### src/rtl/id_ex_skid_stage.sv
// Decode->execute boundary: two-entry skid buffer (M drives execute, S absorbs back-pressure)
// with load-use stall, writeback->decode bypass at capture, and writeback snooping of held entries.
module id_ex_skid_stage #(
    parameter int XLEN   = 64,
    parameter int CTRL_W = 16,
    parameter int RA_W   = 5
) (
    input  logic              clk,
    input  logic              rst,
    input  logic              flush,
    input  logic              in_valid,
    output logic              in_ready,
    input  logic [XLEN-1:0]   in_pc,
    input  logic [XLEN-1:0]   in_pcplus4,
    input  logic [XLEN-1:0]   in_imm,
    input  logic [RA_W-1:0]   in_rs1,
    input  logic [RA_W-1:0]   in_rs2,
    input  logic              in_use_rs1,
    input  logic              in_use_rs2,
    input  logic [XLEN-1:0]   in_rs1_data,
    input  logic [XLEN-1:0]   in_rs2_data,
    input  logic [RA_W-1:0]   in_rd,
    input  logic              in_memread,
    input  logic [CTRL_W-1:0] in_ctrl,
    input  logic              wb_en,
    input  logic [RA_W-1:0]   wb_rd,
    input  logic [XLEN-1:0]   wb_data,
    output logic              out_valid,
    input  logic              out_ready,
    output logic [XLEN-1:0]   out_pc,
    output logic [XLEN-1:0]   out_pcplus4,
    output logic [XLEN-1:0]   out_imm,
    output logic [XLEN-1:0]   out_rs1_data,
    output logic [XLEN-1:0]   out_rs2_data,
    output logic [RA_W-1:0]   out_rd,
    output logic              out_memread,
    output logic [CTRL_W-1:0] out_ctrl,
    output logic              hazard_stall
);

    typedef struct packed {
        logic              valid;
        logic [XLEN-1:0]   pc;
        logic [XLEN-1:0]   pcplus4;
        logic [XLEN-1:0]   imm;
        logic [XLEN-1:0]   rs1_data;
        logic [XLEN-1:0]   rs2_data;
        logic [RA_W-1:0]   rs1;
        logic [RA_W-1:0]   rs2;
        logic [RA_W-1:0]   rd;
        logic              memread;
        logic [CTRL_W-1:0] ctrl;
    } entry_t;

    entry_t m_q, m_d;
    entry_t s_q, s_d;
    entry_t in_entry;
    entry_t m_snoop, s_snoop;
    logic   wb_hit;
    logic   hazard;
    logic   accept;
    logic   drain;

    // Refresh operand data of a held entry when writeback targets one of its sources.
    function automatic entry_t snoop(input entry_t e, input logic hit,
                                     input logic [RA_W-1:0] rd, input logic [XLEN-1:0] d);
        entry_t r;
        r = e;
        if (hit && e.rs1 == rd) r.rs1_data = d;
        if (hit && e.rs2 == rd) r.rs2_data = d;
        return r;
    endfunction

    function automatic logic load_hit(input entry_t e,
                                      input logic u1, input logic [RA_W-1:0] r1,
                                      input logic u2, input logic [RA_W-1:0] r2);
        return e.valid && e.memread && (e.rd != '0) &&
               ((u1 && e.rd == r1) || (u2 && e.rd == r2));
    endfunction

    always_comb begin
        wb_hit = wb_en && (wb_rd != '0);

        in_entry          = '0;
        in_entry.valid    = 1'b1;
        in_entry.pc       = in_pc;
        in_entry.pcplus4  = in_pcplus4;
        in_entry.imm      = in_imm;
        in_entry.rs1      = in_rs1;
        in_entry.rs2      = in_rs2;
        in_entry.rd       = in_rd;
        in_entry.memread  = in_memread;
        in_entry.ctrl     = in_ctrl;
        in_entry.rs1_data = (wb_hit && wb_rd == in_rs1) ? wb_data : in_rs1_data;
        in_entry.rs2_data = (wb_hit && wb_rd == in_rs2) ? wb_data : in_rs2_data;

        hazard = in_valid &&
                 (load_hit(m_q, in_use_rs1, in_rs1, in_use_rs2, in_rs2) ||
                  load_hit(s_q, in_use_rs1, in_rs1, in_use_rs2, in_rs2));

        in_ready     = !rst && !s_q.valid && !hazard && !flush;
        hazard_stall = hazard && !s_q.valid && !flush;
        accept       = in_valid && in_ready;
        drain        = m_q.valid && out_ready;

        m_snoop = snoop(m_q, wb_hit, wb_rd, wb_data);
        s_snoop = snoop(s_q, wb_hit, wb_rd, wb_data);
        m_d     = m_snoop;
        s_d     = s_snoop;

        if (flush) begin
            // Data is left in place; only the valids die.
            m_d.valid = 1'b0;
            s_d.valid = 1'b0;
        end else if (s_q.valid) begin
            if (drain) begin
                m_d       = s_snoop;
                s_d.valid = 1'b0;
            end
        end else if (accept) begin
            if (!m_q.valid || drain) m_d = in_entry;
            else                     s_d = in_entry;
        end else if (drain) begin
            m_d.valid = 1'b0;
        end
    end

    always_ff @(posedge clk) begin
        if (rst) begin
            m_q <= '0;
            s_q <= '0;
        end else begin
            m_q <= m_d;
            s_q <= s_d;
        end
    end

    // Bubbles must never carry control that could write architectural state.
    assign out_valid    = m_q.valid;
    assign out_ctrl     = m_q.valid ? m_q.ctrl : '0;
    assign out_memread  = m_q.valid & m_q.memread;
    assign out_pc       = m_q.pc;
    assign out_pcplus4  = m_q.pcplus4;
    assign out_imm      = m_q.imm;
    assign out_rs1_data = m_q.rs1_data;
    assign out_rs2_data = m_q.rs2_data;
    assign out_rd       = m_q.rd;

endmodule

### config.mk
export PLATFORM = sky130hd
export DESIGN_NAME = id_ex_skid_stage
export DESIGN_NICKNAME = d
export VERILOG_FILES = /design/src/rtl/id_ex_skid_stage.sv
export SDC_FILE = /design/constraint.sdc
export NUM_CORES = 2
export LEC_CHECK = 0
export ABC_AREA = 1
export BUFFER_PORTS_ARGS = -buffer_cell sky130_fd_sc_hd__buf_2
export CORE_AREA = 2 2 289 505
export CTS_CLUSTER_DIAMETER = 40
export DETAILED_ROUTE_END_ITERATION = 10
export DIE_AREA = 0 0 291 507
export GPL_TIMING_DRIVEN = 0
export PLACE_DENSITY_LB_ADDON = 0.05
export SYNTH_ARGS = -nofsm -noshare
export SYNTH_HDL_FRONTEND = slang
export SYNTH_SLANG_ARGS = --single-unit
export TNS_END_PERCENT = 5
### constraint.sdc
create_clock -name clk -period 2.75 [get_ports clk]
set_input_delay 0.1375 -clock clk [delete_from_list [all_inputs] [get_ports clk]]
set_output_delay 0.1375 -clock clk [all_outputs]
set_load 0.1 [all_outputs]
==> Implementation_results.wiki <==
{| class="wikitable"
! Metric !! Value
|-
| Outcome || completed
|-
| Top cells by area, synth || sky130_fd_sc_hd__dfxtp_1, sky130_fd_sc_hd__nand2_1, sky130_fd_sc_hd__nor2_1
|-
| GR Util All Layers || 0.2796
|-
| Sinks on Clock Net || 706
|-
| Drc violations || 0
|-
| Synth Warn # || 0
|-
| CTS tree || yes
|-
| Primary flip-flop cell chosen by synthesis mapping || sky130_fd_sc_hd__dfxtp_1
|-
| Area share of the largest cell type after synthesis || 0.3299
|-
| Launch instance of the worst min-delay path || out_ready
|-
| Fraction of registers with async set or reset after synthesis || 0
|-
| Count of TritonRoute iterations in the first routing pass || 8
|-
| Area added between synthesis and finish || 34.87%
|-
| Startpoint kind of the worst setup timing path || primary input
|-
| Finished Core Util || 0.4029
|-
| Final #Nets || 9060
|-
| Measured slew at the worst slew-check pin || 1.400 ns
|-
| Via-per-instance ratio || 4.718
|-
| Count of endpoints failing setup in the final report || 0
|-
| Clock insertion delay at the later pin of the skew report || 0.75 ns
|-
| Peak Freq || 0.3682 GHz
|-
| EDFF count, synth || 0
|-
| Total count of hold-check failures in the final report || 0
|-
| DR iter-0 viols || 3181
|-
| H-Tree Depth || 3
|-
| Clock network fraction of total power || 0.486
|-
| Final Routed Wirelength || 214400 um
|-
| Routed Antenna Nets || 0
|-
| Sw Ratio || 0.3218
|-
| Cts bufs inserted || 120
|-
| Portion of the clock cycle consumed by the worst path in the final layout || 0.9876
|-
| CTS root buf || sky130_fd_sc_hd__clkbuf_16
|-
| Static Leak || 31.30 nW
|-
| Post-synthesis sequential element count || 706
|-
| Category of the most critical setup path || in -> reg
|-
| Hold EP || m_q[16]
|-
| Count of maximum capacitance violations || 0
|-
| CP endpoint kind || flip-flop
|-
| Maximum clock path buffer count || 3
|-
| Initial Util || 0.2987
|-
| Setup repair after global routing missed its margin || yes
|-
| Worst slew margin relative to its limit || 0.06653
|-
| Detailed Place HPWL || 165400 um
|-
| Setup slack on the worst flop-to-flop path || 0.06 ns
|-
| Beginning of the worst register-to-register path || out_valid
|-
| Clk_skew || 0.04657 ns
|-
| Data arrival time at the worst-slack endpoint || 3.38 ns
|-
| Post-synthesis instance area || 42850 um^2
|-
| Post-Synthesis Net Count || 7751
|-
| Routed wirelength normalized by instance count || 20.19 um
|-
| Pin count of the biggest net entering global routing || 17
|-
| Total power draw || 32.80 mW
|-
| Peak supply drop || 0.0005634 V
|-
| Leading cell types by count after synthesis || sky130_fd_sc_hd__nand2_1, sky130_fd_sc_hd__nor2_1, sky130_fd_sc_hd__o21ai_0, sky130_fd_sc_hd__dfxtp_1, sky130_fd_sc_hd__inv_1
|-
| Power Dens Cells || 567.6 nW/um^2
|-
| Via count || 50.12k
|-
| Capturing point of the worst reg2reg path || out_rs2_data[48]
|-
| Share of final-layout standard cells stronger than drive strength 1 || 0.1842
|-
| Number of rows created at floorplan || 184
|-
| Count of input and output buffers || 768
|-
| Cell-internal power || 22.25 mW
|-
| Number of ports placed on the die boundary || 774
|-
| Clock transition time at the flip-flop clock pins of the worst setup and hold paths || 0.06 ns
|-
| Placeable core region || 143400 um^2
|-
| Worst Hold Path Cells || 5
|-
| Cell with the most instances after synthesis || sky130_fd_sc_hd__nand2_1
|-
| Combinational power share || 0.188
|-
| Depth of the most critical reg-to-reg path || 10
|-
| Critical Path Fanout Max || 10
|-
| Initial antenna violation count || 59
|-
| Synthesized area divided by synthesized cell count || 5.852 um^2
|-
| Placer Congestion || 0.9057
|-
| Vertical die dimension || 507 um
|-
| Die Wd || 291 um
|-
| Via count of the first global-routing pass || 49.48k
|-
| Class of the worst hold path || in -> reg
|-
| Global-route congestion overflow total || 0
|-
| Final min period || 2.716 ns
|-
| Global-route wire length before repair || 311700 um
|-
| Req. time, crit path || 3.42 ns
|-
| Sequential fraction of the synthesis area || 0.3299
|-
| Overall die area || 147500 um^2
|-
| Switching component of the power || 10.56 mW
|-
| Final-report max-slew violation count || 0
|-
| Cell type with the largest total area after synthesis || sky130_fd_sc_hd__dfxtp_1
|-
| Number of different library cells in the post-synthesis netlist || 25
|-
| Proportion of power drawn by flip-flops and latches || 0.326
|-
| Number of instances in the synthesized netlist || 7322
|}
-- worst max-delay path by stage --
stage | start | cells past startpoint | endpoint | slack [ns]
detailed placement | out_valid | 9 | out_rs1_data[61] | -1.24
floorplan | out_valid | 8 | in_ready | 0.14
finish | rst | 8 | s_q[34] | 0.03
CTS | out_rd[0] | 13 | out_pc[28] | -0.08
global placement | out_valid | 9 | out_rs1_data[61] | -1.21
global route | rst | 8 | out_rs1_data[62] | -0.08
-- flip-flops by register name, indices dropped and copies added (netlist names) --
signal / flops
m_q: 27
s_q: 353
out_pcplus4: 64
out_pc: 64
out_rd: 5
out_imm: 64
out_rs2_data: 64
out_valid: 1
out_rs1_data: 64
-- area by class of cell --
cell class | count | area (um^2)
Timing Repair Buffer | 1188 | 8090
Sequential cell | 706 | 14150
Fill cell | 15840 | 85640
Clock inverter | 65 | 785.8
Clock buffer | 162 | 3381
Antenna cell | 25 | 62.56
Tap cell | 1860 | 2327
Inverter | 713 | 2683
Multi-Input combinational cell | 5084 | 21440
Buffer | 818 | 4873
-- critical path: stages --
cell and delay [ns]:
sky130_fd_sc_hd__dlygate4sd3_1 0.53, sky130_fd_sc_hd__buf_2 0.16, sky130_fd_sc_hd__inv_1 0.12, sky130_fd_sc_hd__clkbuf_1 0.53
sky130_fd_sc_hd__clkbuf_1 0.89, sky130_fd_sc_hd__clkbuf_1 0.60, sky130_fd_sc_hd__o21ai_0 0.22, sky130_fd_sc_hd__nor2_1 0.15
-- repair_timing --
item                                   in CTS  in global routing
gates resized for setup                    73                 85
setup endpoints to repair                 712                699
setup buffers                               0                  1
pin swaps                                   1                  2
hold buffers                              418                  0
endpoints found under the hold margin     652                  0
gates cloned                                0                  1
-- per-stage QoR --
stage | setup WS [ns] | instance area, um^2 | setup TNS (ns) | cells | hold slack, ns
floorplan | 0.1376 | 42870 | 0 | 7322 | 0.2652
global placement | -1.205 | 49040 | -351.39 | 9950 | 0.3759
finish | 0.03415 | 57790 | 0 | 10620 | 0.06955
global route | -0.07919 | 57750 | -0.5723 | 10610 | 0.1197
CTS | -0.08065 | 57520 | -0.5121 | 10590 | 0.01001
detailed placement | -1.237 | 49040 | -325.63 | 9950 | 0.3834
-- power groups by stage --
stage	Clock [mW]	Sequential, mW	Combinational (mW)
global route	16.6	10.7	6.62
CTS	16.2	10.7	6.14
floorplan	0	10.8	4.01
finish	15.9	10.7	6.17
detailed placement	0	10.9	5.61
global placement	0	10.9	5.60
-- cells by family after synthesis --
logic type      Yosys count  synth area share
compound gates         1146            0.1341
simple gates           3907            0.3586
flops                   706            0.3299
xor+xnor                 31          0.006337
buf+inv                1532            0.1711
-- cells in the final DEF (no fill, tap or decap), types with 202 or more instances in the layout --
cell type	instances
sky130_fd_sc_hd__a21oi_1	394
sky130_fd_sc_hd__buf_2	931
sky130_fd_sc_hd__buf_4	348
sky130_fd_sc_hd__clkbuf_1	202
sky130_fd_sc_hd__dfxtp_1	698
sky130_fd_sc_hd__dlygate4sd3_1	418
sky130_fd_sc_hd__inv_1	704
sky130_fd_sc_hd__nand2_1	2334
sky130_fd_sc_hd__nand3_1	521
sky130_fd_sc_hd__nor2_1	1031
sky130_fd_sc_hd__o21ai_0	740
-- routing by layer --
| metal | vias up | part of all wire | GRT usage |
|---|---|---|---|
| li1 | 25040 | - | - |
| met2 | 1906 | 0.50 | 0.5200 |
| met3 | 519 | 0.081 | 0.07561 |
| met5 | - | 0.0017 | 0 |
| met4 | 58 | 0.048 | 0.1260 |
| met1 | 22600 | 0.37 | 0.2910 |
(Power assumes the default switching activity.)
